[src/rtl/ara_eoc_pkg.sv]
// Shared definitions for the end-of-computation controller: register offsets,
// AXI response codes, FSM state types and a byte-strobe merge helper.
package ara_eoc_pkg;

  localparam int unsigned OffExit    = 'h00;
  localparam int unsigned OffEvent   = 'h08;
  localparam int unsigned OffHwCntEn = 'h10;
  localparam int unsigned OffRuntime = 'h18;
  localparam int unsigned OffScratch = 'h20;

  typedef enum logic [1:0] {
    RespOkay   = 2'b00,
    RespSlverr = 2'b10
  } resp_e;

  typedef enum logic [0:0] {
    StWIdle,
    StWResp
  } wr_state_e;

  typedef enum logic [0:0] {
    StRIdle,
    StRResp
  } rd_state_e;

  function automatic logic [63:0] apply_strb(input logic [63:0] old_val,
                                             input logic [63:0] new_val,
                                             input logic [7:0]  strb);
    logic [63:0] res;
    res = old_val;
    for (int i = 0; i < 8; i++) begin
      if (strb[i]) res[8*i +: 8] = new_val[8*i +: 8];
    end
    return res;
  endfunction

endpackage

[src/rtl/ara_eoc_sat_counter.sv]
// Free-running cycle counter with enable and synchronous clear; sticks at all-ones.
module ara_eoc_sat_counter #(
  parameter int unsigned Width = 64
) (
  input  logic             clk_i,
  input  logic             rst_ni,
  input  logic             en_i,
  input  logic             clr_i,
  output logic [Width-1:0] cnt_o
);

  logic [Width-1:0] cnt_q, cnt_d;

  // Clear wins over enable so a restart always begins from zero.
  always_comb begin
    cnt_d = cnt_q;
    if (clr_i) begin
      cnt_d = '0;
    end else if (en_i && (cnt_q != '1)) begin
      cnt_d = cnt_q + Width'(1);
    end
  end

  always_ff @(posedge clk_i or negedge rst_ni) begin
    if (!rst_ni) begin
      cnt_q <= '0;
    end else begin
      cnt_q <= cnt_d;
    end
  end

  assign cnt_o = cnt_q;

endmodule

[src/rtl/ara_eoc_ctrl.sv]
// AXI4-Lite register block that publishes the exit code, VCD trigger word,
// hardware-counter enables and a gated runtime cycle count.
module ara_eoc_ctrl
  import ara_eoc_pkg::*;
#(
  parameter int unsigned AddrWidth = 64,
  parameter int unsigned DataWidth = 64,
  parameter logic [63:0] BaseAddr  = 64'hD000_0000,
  parameter int unsigned NrRegs    = 8
) (
  input  logic                   clk_i,
  input  logic                   rst_ni,
  input  logic [AddrWidth-1:0]   aw_addr_i,
  input  logic                   aw_valid_i,
  output logic                   aw_ready_o,
  input  logic [DataWidth-1:0]   w_data_i,
  input  logic [DataWidth/8-1:0] w_strb_i,
  input  logic                   w_valid_i,
  output logic                   w_ready_o,
  output logic [1:0]             b_resp_o,
  output logic                   b_valid_o,
  input  logic                   b_ready_i,
  input  logic [AddrWidth-1:0]   ar_addr_i,
  input  logic                   ar_valid_i,
  output logic                   ar_ready_o,
  output logic [DataWidth-1:0]   r_data_o,
  output logic [1:0]             r_resp_o,
  output logic                   r_valid_o,
  input  logic                   r_ready_i,
  output logic [63:0]            exit_o,
  output logic [63:0]            event_trigger_o,
  output logic [1:0]             hw_cnt_en_o,
  output logic [63:0]            runtime_o
);

  if (DataWidth != 64) begin : gen_dw_check
    $error("ara_eoc_ctrl: DataWidth must be 64");
  end

  localparam logic [AddrWidth-1:0] Base     = AddrWidth'(BaseAddr);
  localparam logic [AddrWidth-1:0] WinBytes = AddrWidth'(NrRegs * 8);

  // Register file
  logic [63:0] exit_q, exit_d;
  logic [63:0] evt_q, evt_d;
  logic [63:0] scratch_q, scratch_d;
  logic [1:0]  cnt_en_q, cnt_en_d;
  logic [63:0] runtime;
  logic        rt_clr;

  // Write channel state
  wr_state_e            wr_state_q, wr_state_d;
  logic                 aw_held_q, aw_held_d;
  logic                 w_held_q, w_held_d;
  logic [AddrWidth-1:0] aw_addr_q, aw_addr_d;
  logic [63:0]          w_data_q, w_data_d;
  logic [7:0]           w_strb_q, w_strb_d;
  resp_e                b_resp_q, b_resp_d;

  // Read channel state
  rd_state_e   rd_state_q, rd_state_d;
  logic [63:0] r_data_q, r_data_d;
  resp_e       r_resp_q, r_resp_d;

  // Write decode works on whichever copy (latched or arriving) of AW/W is in play.
  logic [AddrWidth-1:0] wr_addr, wr_off;
  logic [63:0]          wr_data;
  logic [7:0]           wr_strb;
  logic                 wr_err;

  assign wr_addr = aw_held_q ? aw_addr_q : aw_addr_i;
  assign wr_data = w_held_q ? w_data_q : w_data_i;
  assign wr_strb = w_held_q ? w_strb_q : w_strb_i;
  assign wr_off  = wr_addr - Base;
  assign wr_err  = (wr_addr < Base) || (wr_off >= WinBytes) || (wr_addr[2:0] != 3'b000);

  logic [AddrWidth-1:0] rd_off;
  logic                 rd_err;
  logic [63:0]          rd_val;

  assign rd_off = ar_addr_i - Base;
  assign rd_err = (ar_addr_i < Base) || (rd_off >= WinBytes) || (ar_addr_i[2:0] != 3'b000);

  always_comb begin
    rd_val = '0;
    if (rd_off == AddrWidth'(OffExit)) begin
      rd_val = exit_q;
    end else if (rd_off == AddrWidth'(OffEvent)) begin
      rd_val = evt_q;
    end else if (rd_off == AddrWidth'(OffHwCntEn)) begin
      rd_val = {62'b0, cnt_en_q};
    end else if (rd_off == AddrWidth'(OffRuntime)) begin
      rd_val = runtime;
    end else if (rd_off == AddrWidth'(OffScratch)) begin
      rd_val = scratch_q;
    end
  end

  always_comb begin
    wr_state_d = wr_state_q;
    aw_held_d  = aw_held_q;
    w_held_d   = w_held_q;
    aw_addr_d  = aw_addr_q;
    w_data_d   = w_data_q;
    w_strb_d   = w_strb_q;
    b_resp_d   = b_resp_q;
    exit_d     = exit_q;
    evt_d      = evt_q;
    scratch_d  = scratch_q;
    cnt_en_d   = cnt_en_q;
    rt_clr     = 1'b0;
    aw_ready_o = 1'b0;
    w_ready_o  = 1'b0;
    b_valid_o  = 1'b0;

    unique case (wr_state_q)
      StWIdle: begin
        aw_ready_o = !aw_held_q;
        w_ready_o  = !w_held_q;
        if (aw_valid_i && !aw_held_q) begin
          aw_held_d = 1'b1;
          aw_addr_d = aw_addr_i;
        end
        if (w_valid_i && !w_held_q) begin
          w_held_d = 1'b1;
          w_data_d = w_data_i;
          w_strb_d = w_strb_i;
        end
        if ((aw_held_q || aw_valid_i) && (w_held_q || w_valid_i)) begin
          aw_held_d  = 1'b0;
          w_held_d   = 1'b0;
          wr_state_d = StWResp;
          b_resp_d   = RespOkay;
          if (wr_err || (wr_off == AddrWidth'(OffRuntime))) begin
            b_resp_d = RespSlverr;
          end else if (wr_off == AddrWidth'(OffExit)) begin
            // Once done is flagged the exit code is frozen.
            if (!exit_q[0]) exit_d = apply_strb(exit_q, wr_data, wr_strb);
          end else if (wr_off == AddrWidth'(OffEvent)) begin
            evt_d = apply_strb(evt_q, wr_data, wr_strb);
          end else if (wr_off == AddrWidth'(OffHwCntEn)) begin
            if (wr_strb[0]) cnt_en_d = wr_data[1:0];
            rt_clr = !cnt_en_q[0] && cnt_en_d[0];
          end else if (wr_off == AddrWidth'(OffScratch)) begin
            scratch_d = apply_strb(scratch_q, wr_data, wr_strb);
          end
        end
      end
      StWResp: begin
        b_valid_o = 1'b1;
        if (b_ready_i) wr_state_d = StWIdle;
      end
      default: wr_state_d = StWIdle;
    endcase
  end

  always_comb begin
    rd_state_d = rd_state_q;
    r_data_d   = r_data_q;
    r_resp_d   = r_resp_q;
    ar_ready_o = 1'b0;
    r_valid_o  = 1'b0;

    unique case (rd_state_q)
      StRIdle: begin
        ar_ready_o = 1'b1;
        if (ar_valid_i) begin
          rd_state_d = StRResp;
          r_data_d   = rd_err ? '0 : rd_val;
          r_resp_d   = rd_err ? RespSlverr : RespOkay;
        end
      end
      StRResp: begin
        r_valid_o = 1'b1;
        if (r_ready_i) rd_state_d = StRIdle;
      end
      default: rd_state_d = StRIdle;
    endcase
  end

  always_ff @(posedge clk_i or negedge rst_ni) begin
    if (!rst_ni) begin
      wr_state_q <= StWIdle;
      aw_held_q  <= 1'b0;
      w_held_q   <= 1'b0;
      aw_addr_q  <= '0;
      w_data_q   <= '0;
      w_strb_q   <= '0;
      b_resp_q   <= RespOkay;
      rd_state_q <= StRIdle;
      r_data_q   <= '0;
      r_resp_q   <= RespOkay;
      exit_q     <= '0;
      evt_q      <= '0;
      scratch_q  <= '0;
      cnt_en_q   <= '0;
    end else begin
      wr_state_q <= wr_state_d;
      aw_held_q  <= aw_held_d;
      w_held_q   <= w_held_d;
      aw_addr_q  <= aw_addr_d;
      w_data_q   <= w_data_d;
      w_strb_q   <= w_strb_d;
      b_resp_q   <= b_resp_d;
      rd_state_q <= rd_state_d;
      r_data_q   <= r_data_d;
      r_resp_q   <= r_resp_d;
      exit_q     <= exit_d;
      evt_q      <= evt_d;
      scratch_q  <= scratch_d;
      cnt_en_q   <= cnt_en_d;
    end
  end

  ara_eoc_sat_counter #(
    .Width(64)
  ) u_runtime (
    .clk_i (clk_i),
    .rst_ni(rst_ni),
    .en_i  (cnt_en_q[0]),
    .clr_i (rt_clr),
    .cnt_o (runtime)
  );

  assign b_resp_o        = b_resp_q;
  assign r_data_o        = r_data_q;
  assign r_resp_o        = r_resp_q;
  assign exit_o          = exit_q;
  assign event_trigger_o = evt_q;
  assign hw_cnt_en_o     = cnt_en_q;
  assign runtime_o       = runtime;

endmodule

[config.mk]
export PLATFORM = sky130hd
export DESIGN_NAME = ara_eoc_ctrl
export DESIGN_NICKNAME = d
export VERILOG_FILES = /design/src/rtl/ara_eoc_pkg.sv /design/src/rtl/ara_eoc_sat_counter.sv /design/src/rtl/ara_eoc_ctrl.sv
export SDC_FILE = /design/constraint.sdc
export NUM_CORES = 1
export LEC_CHECK = 0
export ABC_AREA = 0
export BUFFER_PORTS_ARGS = -buffer_cell sky130_fd_sc_hd__buf_2
export CAP_MARGIN = 20
export CORE_MARGIN = 10
export CORE_UTILIZATION = 60
export CTS_BUF_LIST = sky130_fd_sc_hd__clkbuf_16
export DETAILED_ROUTE_END_ITERATION = 8
export PLACE_DENSITY = 0.86
export SKIP_CTS_REPAIR_TIMING = 1
export SYNTH_ARGS = -nofsm -noshare
export SYNTH_HDL_FRONTEND = slang
export SYNTH_HIERARCHICAL = 1
export SYNTH_SLANG_ARGS = --single-unit
[constraint.sdc]
create_clock -name clk_i -period 8.26 [get_ports clk_i]
set_clock_uncertainty 0.1 [all_clocks]
set_input_delay 0.413 -clock clk_i [delete_from_list [all_inputs] [get_ports clk_i]]
set_output_delay 0.413 -clock clk_i [all_outputs]
set_load 0.02 [all_outputs]
Word level (Yosys, flattened, before mapping). Index checks and enable logic that the tools add are counted. Widths: inputs -> output; s select.

Add/sub/neg operators: 3. Magnitude comparators: 4. Equality and inequality tests: 10. Muxes and demuxes: 43. Bitwise operators: 7. Reductions and logical operators: 55.

Operator list (count): $mux 64 (10); $eq 64x5->1 const B (4); $eq 64x4->1 const B (2); $eq 64x6->1 const B (2); $ge 64x7->1 const B (2); $logic_not 64->1 (2); $lt 64x32->1 const B (2); $sub 64x32->64 const B (2); $reduce_and 6->1 (17); $add 64x1->64 const B (1); $ne 64x64->1 const B (1); $reduce_and 8->1 (8); $mux 1 (21); $mux 2 (9); $reduce_and 2->1 (6); $mux 8 (1); $logic_or 1x1->1 (7); $ne 7x7->1 const B (1); $not 1->1 (7); $reduce_and 7->1 (1); $reduce_bool 2->1 (3); $reduce_bool 3->1 (2); $logic_and 1x1->1 (5); $pmux 1 s2 (2); other kinds (2) (4).

Register bits after elaboration: 466. Input port bits: 207. Output and inout bits: 267. Logic and storage cells: 160.

Logic depth before layout (Yosys ltp).
Depth in word-level cells: 17. Gate-level depth with buffers: 18.

By module. Netlist, hierarchy kept.

By module, submodules not included: ara_eoc_ctrl (instances 1, cells each 1708, area an instance 20515.9 sq um); ara_eoc_sat_counter (instances 1, cells each 420, area an instance 3731.1 sq um).

Worst setup path after synthesis. OpenSTA, ideal clock, no wires.

Kind: register -> register. Start point: register aw_held_q. End point: register u_runtime.cnt_q[16] (netlist: u_runtime/cnt_o[16]). Setup time: 0.132 ns. Arrival time: 3.374 ns. Required time: 8.028 ns. Path slack: 4.654 ns. Cell stages (with the launch flop): 14. Path buffers: 5. Period minus slack after synthesis: 3.606 ns. Path through: dfrtp_1 -> buf_6 -> nor4_1 -> o221a_2 -> nand4bb_2 -> nor4_1 -> xor2_1 -> o32a_1 -> clkbuf_1 -> nor4_1 -> clkbuf_1 -> clkbuf_1 -> clkbuf_1 -> nor2_1.

Word-level cells in the longest chain between the ends: 10. Elaborated cells on any way between the ends: 22.

RTL lines: start: declaration (line ara_eoc_ctrl.sv:53) `logic aw_held_q, aw_held_d;`; start signal: assignment (line ara_eoc_ctrl.sv:199) `aw_held_q <= aw_held_d;`; $mux 64 (line ara_eoc_ctrl.sv:71) `assign wr_addr = aw_held_q ? aw_addr_q : aw_addr_i;`; $sub 64x32->64 (line ara_eoc_ctrl.sv:74) `assign wr_off = wr_addr - Base;`; $ge 64x7->1 or $eq 64x5->1 (tied branches) (line ara_eoc_ctrl.sv:75, ara_eoc_ctrl.sv:141); $logic_or 1x1->1 or $mux 1 (tied branches) (line ara_eoc_ctrl.sv:75, ara_eoc_ctrl.sv:141); $logic_or 1x1->1 or $mux 1 (tied branches) (line ara_eoc_ctrl.sv:75, ara_eoc_ctrl.sv:139); $logic_or 1x1->1 or $mux 1 (tied branches) (line ara_eoc_ctrl.sv:134, ara_eoc_ctrl.sv:136); $mux 1 (line ara_eoc_ctrl.sv:134) `if (wr_err || (wr_off == AddrWidth'(OffRuntime))) begin`; $mux 1 (*) (line ara_eoc_ctrl.sv:129) `if ((aw_held_q || aw_valid_i) && (w_held_q || w_valid_i)) begin`; $mux 1 (*) (line ara_eoc_ctrl.sv:116) `unique case (wr_state_q)`; via rt_clr (line ara_eoc_ctrl.sv:49) `logic rt_clr;`; $mux 64 or $reduce_bool 2->1 (tied branches); end signal: assignment (line ara_eoc_sat_counter.sv:28) `cnt_q <= cnt_d;`; end: declaration (line ara_eoc_sat_counter.sv:12) `logic [Width-1:0] cnt_q, cnt_d;`.

Mark *: on every way through the listed nets, which the timed path passes. The rest lies on a longest branch. A chain may end at the register's enable or synchronous reset.

Worst setup path in the final report.
Start point: register aw_held_q. End point: register exit_q[56] (netlist: exit_o[56]).

Word-level cells in the longest chain between the ends: 8. Elaborated cells on any way between the ends: 14.

RTL lines: $mux 64 (line ara_eoc_ctrl.sv:71); $sub 64x32->64 (line ara_eoc_ctrl.sv:74); $ge 64x7->1 (line ara_eoc_ctrl.sv:75) `assign wr_err = (wr_addr < Base) || (wr_off >= WinBytes) || (wr_addr[2:0] != 3'b000);`; $logic_or 1x1->1 (2 in series) (line ara_eoc_ctrl.sv:75); $logic_or 1x1->1 (line ara_eoc_ctrl.sv:134); $not 1->1 (no line); $reduce_and 6->1 (no line) (*); end signal: assignment (line ara_eoc_ctrl.sv:208) `exit_q <= exit_d;`; end: declaration (line ara_eoc_ctrl.sv:44) `logic [63:0] exit_q, exit_d;`.

Mark *: on every way between the ends. The rest lies on a longest branch, timed or not.

==> results.cfg <==
[routing]
routed_wl_um = 83100
avgViaCountPerCell = 6.47
wire_per_inst_um = 26.4
drt_iter0_markers = 2270
dr.pass1.iters = 6
ant_nets = 0
vias = 20385
drc = 0

[placed_design]
hpwl_um = 58400
dpl_cell_area_um2 = 26600
place.gp.congestion = 0.998
numPortBuffers = 471
placedCellCount = 2992

[sta]
finalCriticalPeriod_ns = 5.06
relSlewSlack_pct = 26.0
finalSetupViolCount = 0
fmax_mhz = 198
period_share_pct = 61.2
drv_slew = 0
rsz0062_at_grt = no
hold_violations = 0
tns_ns = 0
worst_pin_slew_ns = 1.11

[die]
die_h_um = 221
rows = 73
die_w_um = 221
io_pins = 474
initial_core_util_pct = 60.9
die-area_um2 = 48900
core_region_area_um2 = 39800

[clock_network]
tritoncts = done
clock_sinks = 464
cts_max_level = 2
clk_latency_ns = 0.59
cts.clk_slew.worst_paths_ns = 0.06
cts-root-buf = clkbuf_16
clockBufferDepth = 3
cts-buffers-inserted = 48

[cells_and_area]
regArea_um2 = 11600
design_area_um2 = 28900
drive_gt1_share_pct = 38.3
syn2layout_area_growth_pct = 19.2
multi_input_area_um2 = 11500
finalNonFillerCells = 3152
nets = 2800
fill_cells = 2733

[global_route]
grtUsageMet3_pct = 9.72
grt.busiest_layer = met2
grt_max_degree = 139
grt_pass1_vias = 20240
overflow = 0
grt_first_pass_wirelength_um = 124000
use_met2_pct = 50.0
grt_usage_pct = 31.8
antenna_found_initial = 5
grtUsageMet1_pct = 40.3

[power]
power_frac_clock_pct = 31.1
peakVddDrop_v = 0.000244
pwr-share-comb_pct = 25.4
power_density_nw_per_um2 = 231
p_int_mw = 4.59
p_leak_nw = 13.8
p_switching_mw = 2.10
p_seq_share_pct = 43.6
swShare_pct = 31.4

[synthesis]
netlist_area_um2 = 24200
synth_edf_count = 0
yosysTopAreaCellShare_pct = 47.9
ys_seq_area_share_pct = 47.9
synth_top_area_cell = dfrtp_1
synth_area_per_cell_um2 = 11.4
syn_inst = 2128
yosysMostFrequentCell = dfrtp_1
synth_common_cells = 464 x dfrtp_1, 210 x mux2_2, 185 x mux2_4
synth.distinct_cells = 81
synth_ff_type = dfrtp_1
yosys_warnings = 6
synth_seq_cells = 464
yosys-top-cells-area = dfrtp_1 48%, mux2_4 11%, mux2_2 9.8%, a21oi_1 2.4%, nor2_1 2.2%
ys_async_sr_fraction_pct = 100

[worst_setup_path]
crit_fanout = 55
critical_path_class = register to register
r2r_start = aw_held_q$_DFFE_PN0P_
critPathCaptureType = register
r2r_cells = 9
crit_arrival_ns = 5.42
r2r_slack_ns = 3.20
critPathLaunchType = register
r2r_end = exit_o[56]$_DFFE_PN0P_
cp.required_ns = 8.62

[min_path]
whs_path_depth = 2
hold_path_end = w_data_q[40]$_DFFE_PN0P_
hold_path.class = input port to register
hp-start = w_data_i[40]

[run]
maxCapViolations = 0

[status]
outcome = completed
==> per-stage QoR <==
step                      worst slack (ns)  utilization (%)  hold slack (ns)  power, mW
final                                 3.20             72.6         0.000518       6.69
after floorplan                       4.65                -           0.0174       4.05
after CTS                             3.32             70.6           -0.215       6.61
after global routing                  2.88             72.6          -0.0111       6.95
after detailed placement              3.34             66.9            0.357       4.55
after global placement                3.48             66.9            0.351       4.45
==> worst max path at each step <==
| stage | depth (start not counted) | start | endpoint | slack [ns] |
|---|---|---|---|---|
| global route | 13 | aw_held_q$_DFFE_PN0P_ | u_runtime/cnt_o[44]$_DFFE_PN0P_ | 2.88 |
| CTS | 9 | aw_held_q$_DFFE_PN0P_ | scratch_q[7]$_DFFE_PN0P_ | 3.32 |
| floorplan | 13 | aw_held_q$_DFFE_PN0P_ | u_runtime/cnt_o[16]$_DFFE_PN0P_ | 4.65 |
| finish | 9 | aw_held_q$_DFFE_PN0P_ | exit_o[56]$_DFFE_PN0P_ | 3.20 |
| detailed placement | 9 | aw_held_q$_DFFE_PN0P_ | scratch_q[7]$_DFFE_PN0P_ | 3.34 |
| global placement | 9 | aw_held_q$_DFFE_PN0P_ | event_trigger_o[6]$_DFFE_PN0P_ | 3.48 |
==> worst max-delay path, cell delays in order (launching register included) <==
cell,delay [ns]
dfrtp_2,0.50
buf_4,0.56
nor4b_1,0.45
o221a_2,0.31
nand4bb_2,0.17
or2_2,0.33
a21oi_1,0.22
nand4b_2,0.77
or4_1,1.06
mux2_4,0.40
==> state kept, by name, indices dropped and copies added, names as in the netlist, 2 cells and up <==
register         count
aw_addr_q           64
exit_o              64
hw_cnt_en_o          2
event_trigger_o     64
w_strb_q             8
w_data_q            64
r_data_o            64
scratch_q           64
u_runtime/cnt_o     64
==> cell type report <==
type                            count  share of cell area (%)
Antenna cell                        4                  0.0346
Clock buffer                       49                    4.24
Clock inverter                     32                   0.771
Inverter                           78                    1.01
Multi-Input combinational cell   1433                    39.9
Sequential cell                   464                    40.2
Tap cell                          525                    2.27
Timing Repair Buffer              567                    11.5
==> metal layers <==
metal | up-vias | share of wire (%)
li1 | 8806 | -
met1 | 10110 | 38
met2 | 1241 | 47
met3 | 226 | 10
met4 | 2 | 4.7
met5 | - | 0.018
==> kinds of logic after synthesis <==
kind of cell    count (synthesis)  synth area share [%]
simple gates                  561                  12.4
xor+xnor                       36                  1.30
buf+inv                       232                  4.68
other cells                     1                0.0155
compound gates                414                  11.5
flops                         464                  47.9
mux                           419                  22.2
fa+ha+maj                       1                0.0516
==> cell usage in the layout (no fill, tap or decap), types with 44 or more instances in the layout <==
master / n
a21oi_1: 115
nand2_1: 116
buf_2: 470
mux2_2: 210
dfrtp_1: 462
dlygate4sd3_1: 72
o21ai_0: 92
inv_1: 83
nor2_1: 145
clkbuf_16: 49
o221ai_1: 62
nor4_1: 44
mux2_4: 185
o41ai_1: 50
==> power by group through the flow <==
stage	Sequential (mW)	Clock, mW	Combinational, mW
after CTS	2.94	2.08	1.58
after global routing	2.95	2.19	1.81
after global placement	2.94	0	1.51
after detailed placement	2.98	0	1.57
final	2.91	2.08	1.70
after floorplan	2.82	0	1.23
(Power assumes the default switching activity.)
